**config.mk**
```make
export PLATFORM = sky130hd
export DESIGN_NAME = lcd_timing_gen_flat
export DESIGN_NICKNAME = d
export VERILOG_FILES = /design/src/rtl/lcd_timing_gen_if.sv /design/src/rtl/lcd_timing_gen.sv /design/src/flat_wrapper.sv
export SDC_FILE = /design/constraint.sdc
export NUM_CORES = 1
export LEC_CHECK = 0
export CORE_MARGIN = 2
export CORE_UTILIZATION = 45
export DETAILED_ROUTE_END_ITERATION = 12
export PLACE_DENSITY = 0.7
export SLEW_MARGIN = 20
export SYNTH_ARGS = -nofsm -noshare
export SYNTH_HDL_FRONTEND = slang
export SYNTH_SLANG_ARGS = --single-unit
```
**constraint.sdc**
```tcl
create_clock -name clock -period 3.4 [get_ports clock]
set_input_delay 0.68 -clock clock [delete_from_list [all_inputs] [get_ports clock]]
set_output_delay 0.68 -clock clock [all_outputs]
set_load 0.05 [all_outputs]
```
**src/rtl/lcd_timing_gen_if.sv**
```systemverilog
// Raster timing bundle between the LCD timing generator (master) and its consumers (slave).
// The enable request flows into the generator; every other signal is produced by it.
interface lcd_timing_gen_if #(
    parameter int XW = 10,
    parameter int YW = 10
);
    logic          enable;
    logic          tick;
    logic          pclk;
    logic [XW-1:0] x;
    logic [YW-1:0] y;
    logic          active;
    logic          line_start;
    logic          next_frame;
    logic [15:0]   frame_count;
    logic          hs;
    logic          vs;
    logic          data_enable;

    modport master (
        input  enable,
        output tick, pclk, x, y, active, line_start, next_frame, frame_count, hs, vs, data_enable
    );

    modport slave (
        output enable,
        input  tick, pclk, x, y, active, line_start, next_frame, frame_count, hs, vs, data_enable
    );
endinterface

```
**src/rtl/lcd_timing_gen.sv**
```systemverilog
// LCD raster generator: divided pixel tick, h/v counters, frame gating, sync/DE decode.
// x/y/active register on the tick; hs/vs/data_enable trail them by PIPE_DELAY ticks; enable acts only at frame wrap.
module lcd_timing_gen #(
    parameter int H_ACTIVE       = 800,
    parameter int H_FP           = 40,
    parameter int H_SYNC         = 48,
    parameter int H_BP           = 40,
    parameter int V_ACTIVE       = 480,
    parameter int V_FP           = 13,
    parameter int V_SYNC         = 3,
    parameter int V_BP           = 29,
    parameter int CLOCK_DIVIDE   = 2,
    parameter int PIPE_DELAY     = 2,
    parameter bit HS_ACTIVE_HIGH = 1'b0,
    parameter bit VS_ACTIVE_HIGH = 1'b0,
    parameter int XW             = 10,
    parameter int YW             = 10
) (
    input  logic             clock,
    input  logic             reset_n,
    lcd_timing_gen_if.master lcd
);
    localparam int H_TOTAL = H_ACTIVE + H_FP + H_SYNC + H_BP;
    localparam int V_TOTAL = V_ACTIVE + V_FP + V_SYNC + V_BP;
    localparam int DW      = $clog2(CLOCK_DIVIDE);

    localparam logic [DW-1:0] DIV_LAST = DW'(CLOCK_DIVIDE - 1);
    localparam logic [DW-1:0] DIV_HALF = DW'(CLOCK_DIVIDE / 2);
    localparam logic [XW-1:0] H_LAST   = XW'(H_TOTAL - 1);
    localparam logic [YW-1:0] V_LAST   = YW'(V_TOTAL - 1);

    if (CLOCK_DIVIDE < 2) begin : g_bad_divide
        $error("lcd_timing_gen: CLOCK_DIVIDE must be at least 2");
    end
    if (PIPE_DELAY < 0 || PIPE_DELAY > 15) begin : g_bad_delay
        $error("lcd_timing_gen: PIPE_DELAY must be within 0..15");
    end
    if (H_TOTAL > (1 << XW)) begin : g_bad_xw
        $error("lcd_timing_gen: H_TOTAL does not fit in XW bits");
    end
    if (V_TOTAL > (1 << YW)) begin : g_bad_yw
        $error("lcd_timing_gen: V_TOTAL does not fit in YW bits");
    end

    typedef enum logic {ST_IDLE = 1'b0, ST_RUN = 1'b1} state_t;

    // Sync bits are carried as "asserted" flags; polarity is applied at the pins.
    typedef struct packed {
        logic hs;
        logic vs;
        logic de;
    } sync_t;

    state_t        state_q, state_d;
    logic [DW-1:0] div_q, div_d;
    logic          tick_q, tick_d;
    logic          pclk_q, pclk_d;
    logic [XW-1:0] h_q, h_d;
    logic [YW-1:0] v_q, v_d;
    logic          active_q, active_d;
    logic          line_start_q, line_start_d;
    logic          next_frame_q, next_frame_d;
    logic [15:0]   frame_q, frame_d;
    sync_t         pipe_q [0:PIPE_DELAY];
    sync_t         pipe_d [0:PIPE_DELAY];
    sync_t         dec;

    function automatic sync_t decode(input logic [XW-1:0] h, input logic [YW-1:0] v);
        int    hi;
        int    vi;
        sync_t s;
        hi   = int'(h);
        vi   = int'(v);
        s.hs = (hi >= H_ACTIVE + H_FP) && (hi < H_ACTIVE + H_FP + H_SYNC);
        s.vs = (vi >= V_ACTIVE + V_FP) && (vi < V_ACTIVE + V_FP + V_SYNC);
        s.de = (hi < H_ACTIVE) && (vi < V_ACTIVE);
        return s;
    endfunction

    // tick_q/pclk_q are registered decodes of div_d, so they always equal the decode of div_q.
    always_comb begin
        div_d  = (div_q == DIV_LAST) ? '0 : div_q + DW'(1);
        tick_d = (div_d == DIV_LAST);
        pclk_d = (div_d >= DIV_HALF);
    end

    always_comb begin
        state_d      = state_q;
        h_d          = h_q;
        v_d          = v_q;
        frame_d      = frame_q;
        active_d     = active_q;
        line_start_d = 1'b0;
        next_frame_d = 1'b0;
        pipe_d       = pipe_q;
        dec          = '0;
        if (tick_q) begin
            case (state_q)
                ST_IDLE: begin
                    h_d = '0;
                    v_d = '0;
                    if (lcd.enable) state_d = ST_RUN;
                end
                ST_RUN: begin
                    if (h_q == H_LAST) begin
                        h_d          = '0;
                        line_start_d = 1'b1;
                        if (v_q == V_LAST) begin
                            v_d          = '0;
                            next_frame_d = 1'b1;
                            frame_d      = frame_q + 16'd1;
                            if (!lcd.enable) state_d = ST_IDLE;
                        end else begin
                            v_d = v_q + YW'(1);
                        end
                    end else begin
                        h_d = h_q + XW'(1);
                    end
                end
                default: state_d = ST_IDLE;
            endcase
            // Idle feeds blank entries so the delay line drains cleanly.
            if (state_d == ST_RUN) dec = decode(h_d, v_d);
            active_d  = dec.de;
            pipe_d[0] = dec;
            for (int i = 1; i <= PIPE_DELAY; i++) pipe_d[i] = pipe_q[i-1];
        end
    end

    always_ff @(posedge clock or negedge reset_n) begin
        if (!reset_n) begin
            state_q      <= ST_IDLE;
            div_q        <= '0;
            tick_q       <= 1'b0;
            pclk_q       <= 1'b0;
            h_q          <= '0;
            v_q          <= '0;
            active_q     <= 1'b0;
            line_start_q <= 1'b0;
            next_frame_q <= 1'b0;
            frame_q      <= '0;
            pipe_q       <= '{default: '0};
        end else begin
            state_q      <= state_d;
            div_q        <= div_d;
            tick_q       <= tick_d;
            pclk_q       <= pclk_d;
            h_q          <= h_d;
            v_q          <= v_d;
            active_q     <= active_d;
            line_start_q <= line_start_d;
            next_frame_q <= next_frame_d;
            frame_q      <= frame_d;
            pipe_q       <= pipe_d;
        end
    end

    assign lcd.tick        = tick_q;
    assign lcd.pclk        = pclk_q;
    assign lcd.x           = h_q;
    assign lcd.y           = v_q;
    assign lcd.active      = active_q;
    assign lcd.line_start  = line_start_q;
    assign lcd.next_frame  = next_frame_q;
    assign lcd.frame_count = frame_q;
    assign lcd.hs          = HS_ACTIVE_HIGH ? pipe_q[PIPE_DELAY].hs : ~pipe_q[PIPE_DELAY].hs;
    assign lcd.vs          = VS_ACTIVE_HIGH ? pipe_q[PIPE_DELAY].vs : ~pipe_q[PIPE_DELAY].vs;
    assign lcd.data_enable = pipe_q[PIPE_DELAY].de;
endmodule

```
**src/flat_wrapper.sv**
```systemverilog
// flat-port wrapper written by rule: the top's interface ports become plain ports
module lcd_timing_gen_flat 
#(
    parameter int H_ACTIVE       = 800,
    parameter int H_FP           = 40,
    parameter int H_SYNC         = 48,
    parameter int H_BP           = 40,
    parameter int V_ACTIVE       = 480,
    parameter int V_FP           = 13,
    parameter int V_SYNC         = 3,
    parameter int V_BP           = 29,
    parameter int CLOCK_DIVIDE   = 2,
    parameter int PIPE_DELAY     = 2,
    parameter bit HS_ACTIVE_HIGH = 1'b0,
    parameter bit VS_ACTIVE_HIGH = 1'b0,
    parameter int XW             = 10,
    parameter int YW             = 10
)
  (clock, reset_n, lcd_enable, lcd_tick, lcd_pclk, lcd_x, lcd_y, lcd_active, lcd_line_start, lcd_next_frame, lcd_frame_count, lcd_hs, lcd_vs, lcd_data_enable);
  lcd_timing_gen_if #(.XW(XW), .YW(YW)) lcd_i ();
  input  logic clock;
  input  logic reset_n;
  input wire logic [$bits(lcd_i.enable)-1:0] lcd_enable;
  output wire logic [$bits(lcd_i.tick)-1:0] lcd_tick;
  output wire logic [$bits(lcd_i.pclk)-1:0] lcd_pclk;
  output wire logic [$bits(lcd_i.x)-1:0] lcd_x;
  output wire logic [$bits(lcd_i.y)-1:0] lcd_y;
  output wire logic [$bits(lcd_i.active)-1:0] lcd_active;
  output wire logic [$bits(lcd_i.line_start)-1:0] lcd_line_start;
  output wire logic [$bits(lcd_i.next_frame)-1:0] lcd_next_frame;
  output wire logic [$bits(lcd_i.frame_count)-1:0] lcd_frame_count;
  output wire logic [$bits(lcd_i.hs)-1:0] lcd_hs;
  output wire logic [$bits(lcd_i.vs)-1:0] lcd_vs;
  output wire logic [$bits(lcd_i.data_enable)-1:0] lcd_data_enable;
  assign lcd_i.enable = lcd_enable;
  assign lcd_tick = lcd_i.tick;
  assign lcd_pclk = lcd_i.pclk;
  assign lcd_x = lcd_i.x;
  assign lcd_y = lcd_i.y;
  assign lcd_active = lcd_i.active;
  assign lcd_line_start = lcd_i.line_start;
  assign lcd_next_frame = lcd_i.next_frame;
  assign lcd_frame_count = lcd_i.frame_count;
  assign lcd_hs = lcd_i.hs;
  assign lcd_vs = lcd_i.vs;
  assign lcd_data_enable = lcd_i.data_enable;
  lcd_timing_gen #(.H_ACTIVE(H_ACTIVE), .H_FP(H_FP), .H_SYNC(H_SYNC), .H_BP(H_BP), .V_ACTIVE(V_ACTIVE), .V_FP(V_FP), .V_SYNC(V_SYNC), .V_BP(V_BP), .CLOCK_DIVIDE(CLOCK_DIVIDE), .PIPE_DELAY(PIPE_DELAY), .HS_ACTIVE_HIGH(HS_ACTIVE_HIGH), .VS_ACTIVE_HIGH(VS_ACTIVE_HIGH), .XW(XW), .YW(YW)) u_core (.clock(clock), .reset_n(reset_n), .lcd(lcd_i));
endmodule
```
==> key figures <==
Finish
  – Final-stage net count: ~330
  – Layout fillers: 548
  – Antenna diode instance count: 0
  – Commonest cells after routing, fill and taps aside: 49 x dfrtp_1, 45 x clkdlybuf4s50_1, 40 x nand2_1
  – Area growth from synthesis to final layout: 20.44%
  – Fraction of layout cells with a size suffix above 1: 8.696%
  – Commonest non-fill, non-tap cell in the layout: dfrtp_1
  – Final Cell Area: about 0.0033 sq mm

Power
  – Lkg Pwr: between 1 and 1.5 nW
  – Pwr Total: about 950 uW
  – PwrDens: between 200 and 300 mW/mm^2
  – Peak supply drop: 188.0 uV

Timing
  – Setup Viol. Count Final: 0
  – Rel. slew slack: approximately two fifths
  – Slew Viols, Final: 0
  – Post-layout min period: 3.022 ns
  – Slew @ Worst Pin: between 0.8 and 0.9 ns
  – Clk_skew: between 0.006 and 0.007 ns
  – Hold slack: between 0.4 and 0.5 ns
  – Final worst slack: between 0.3 and 0.4 ns
  – Peak Freq: around 330 MHz
  – Unrepaired setup endpoints after global routing: no
  – Hold Vio Cnt, Final: 0
  – Fin crit share: 88.88%
  – Setup TNS: 0 ns

CTS
  – CTS buffer count: 5
  – Clock Latency Late Sink: around 0.31 ns
  – H-tree levels: 2
  – Hold buffers post-CTS: 0
  – CTS tree: built
  – Root buf cell: clkbuf_8
  – Setup Buffers After CTS: 0
  – Post_cts resized: 0
  – CTS Buffer Depth: 2
  – Clk sinks: slightly below 50
  – CTS clk-pin slew, worst paths: about 0.1 ns

Placed design
  – Post-place setup slack: 0.4173 ns
  – Routability Congestion: between 0.8 and 0.9
  – I/O Buffers: 46
  – Hpwl dp: approximately 4.4 mm
  – Placed Area: roughly 0.0032 sq mm

Setup path
  – Critical setup path kind: register to register
  – Crit path cell chain: ha_1, and4_1, nand3_4, or3_1, xnor2_1, or4_2, o41ai_2
  – Top delay family on crit path: simple AND/OR/NAND/NOR gates
  – Worst Path Arrival: between 3 and 4 ns
  – CP peak stage delay: roughly 0.66 ns
  – Worst EP required: roughly 3.6 ns
  – Crit path max fanout: 10
  – CP Buf/Inv Count: 0
  – Slowest CP cell: or4_2
  – Critical path capture point type: register
  – Worst Setup Start Kind: register

Drt
  – Initial drt markers: 122
  – Detailed Routing Iterations Pass 1: 4
  – Via Count: ~2.3k
  – WL/cell: 15.81 um
  – Post-route antenna net violation count: 0
  – Vias per cell: between 5 and 6
  – # DRC: 0
  – Drt total wl: 6.278 mm

Floorplan
  – Rows: 28
  – Width of the die: between 80 and 90 um
  – Die height: 81.80 um
  – Initial Utilization: 46.28%
  – Top Ports: 47
  – Core ar.: between 0.005 and 0.006 sq mm
  – Die area: between 0.006 and 0.007 sq mm

Yosys
  – Post-synthesis sequential element count: between 40 and 50
  – Top FF cell, synth: dfrtp_1
  – Syn Inst Count: approximately 280
  – Netlist cell types: 55
  – YS warnings: 0
  – Mapped Nets: around 290
  – Post-synthesis sequential area ratio: 45.02%
  – Ys async rst share: 100.0%
  – Netlist Area Pre-Place: approximately 0.0027 sq mm
  – EDFF count, synth: 0
  – Syn_area_per_cell: 9.659 sq um

GRT
  – Total congestion overflow: 0
  – Global-route wire length before repair: 10.61 mm
  – Total GRT Usage: just over 20%
  – Largest net degree at the start of global routing: 40
  – Number of global-route vias before repair: 2,171
  – Antenna violations before repair: 0

Run status
  – Status: completed

Min path
  – Worst Hold Class: register to register

Job
  – Max-Cap Viols: 0
[cells in the mapped netlist (2+ instances only)]
master	count	area share, %
and3_1	14	3.2
xnor2_1	12	3.9
o41ai_1	4	1.3
nor4_1	2	0.46
o221ai_1	2	0.64
o41ai_2	2	1.2
inv_1	7	0.96
o2bb2ai_1	2	0.64
and4_1	5	1.6
nand2b_1	3	0.69
a21oi_1	3	0.55
xor2_1	9	2.9
nand2_1	40	5.5
a31oi_1	4	0.92
dfrtp_1	49	45
nor2b_1	2	0.46
mux2_2	5	2.1
o31ai_1	6	1.7
clkbuf_1	9	1.2
and2_1	2	0.46
nand4_1	6	1.4
buf_4	6	1.7
nand3_1	13	2.4
nor3_1	6	1.1
a211oi_1	2	0.55
o21ai_1	2	0.37
nor2_1	15	2.1
ha_1	4	1.8
o21ai_0	20	3.7
[final timing paths]
kind                                             from                          to  slack, ns  cells past startpoint
setup / recovery                      u_core.lcd.x[0]            u_core.pipe_q[7]       0.38                      7
hold / removal             u_core.lcd.frame_count[15]  u_core.lcd.frame_count[15]       0.47                      1
setup reg to reg                      u_core.lcd.x[0]            u_core.pipe_q[7]       0.38                      7
hold reg to reg            u_core.lcd.frame_count[15]  u_core.lcd.frame_count[15]       0.47                      1
max in group asynchronous                     reset_n             u_core.lcd.y[0]       2.23                      2
min in group asynchronous                     reset_n             u_core.lcd.x[5]       0.48                      1
[per-layer routing]
layer  track usage, %  wire length (um)
met1            29.24              2888
met2            31.63              2988
met3            4.505               333
met4            6.667                68
met5                0                 0
[sequential cells by signal, indices dropped and copies added, names as in the netlist]
signal                  count
u_core.lcd.frame_count     16
u_core.div_q                1
u_core.state_q              1
u_core.lcd.active           1
u_core.lcd.data_enable      1
u_core.pipe_q               7
u_core.lcd.x               10
u_core.lcd.next_frame       1
u_core.lcd.line_start       1
u_core.lcd.y               10
[cells by family after synthesis]
logic type      share of synthesized area, %
xor+xnor                               6.753
compound gates                         14.84
flops                                  45.02
simple gates                           23.70
mux                                    2.985
fa+ha+maj                              1.837
buf+inv                                4.869
[where the power goes]
group | switching (mW) | internal, mW | total, mW
clock | 0.204 | 0.145 | 0.349
sequential | 0 | 0.582 | 0.582
combinational | 0.0121 | 0.00229 | 0.0144
[final cells by class]
cell class / instances / area, sq um / share of cell area [%]
Timing Repair Buffer: 49 / 478.0 / 14.57
Clock buffer: 6 / 72.57 / 2.212
Inverter: 8 / 30.03 / 0.9153
Sequential cell: 49 / 1226 / 37.38
Tap cell: 75 / 93.84 / 2.860
Clock inverter: 2 / 15.01 / 0.4577
Multi-Input combinational cell: 208 / 1365 / 41.61
[stage by stage]
step,instances,utilization [%]
2_1_floorplan,282,-
3_3_place_gp,389,54.25
3_5_place_dp,389,54.25
4_1_cts,397,55.74
5_1_grt,397,55.74
6_report,397,55.74
(Power assumes the default switching activity.)
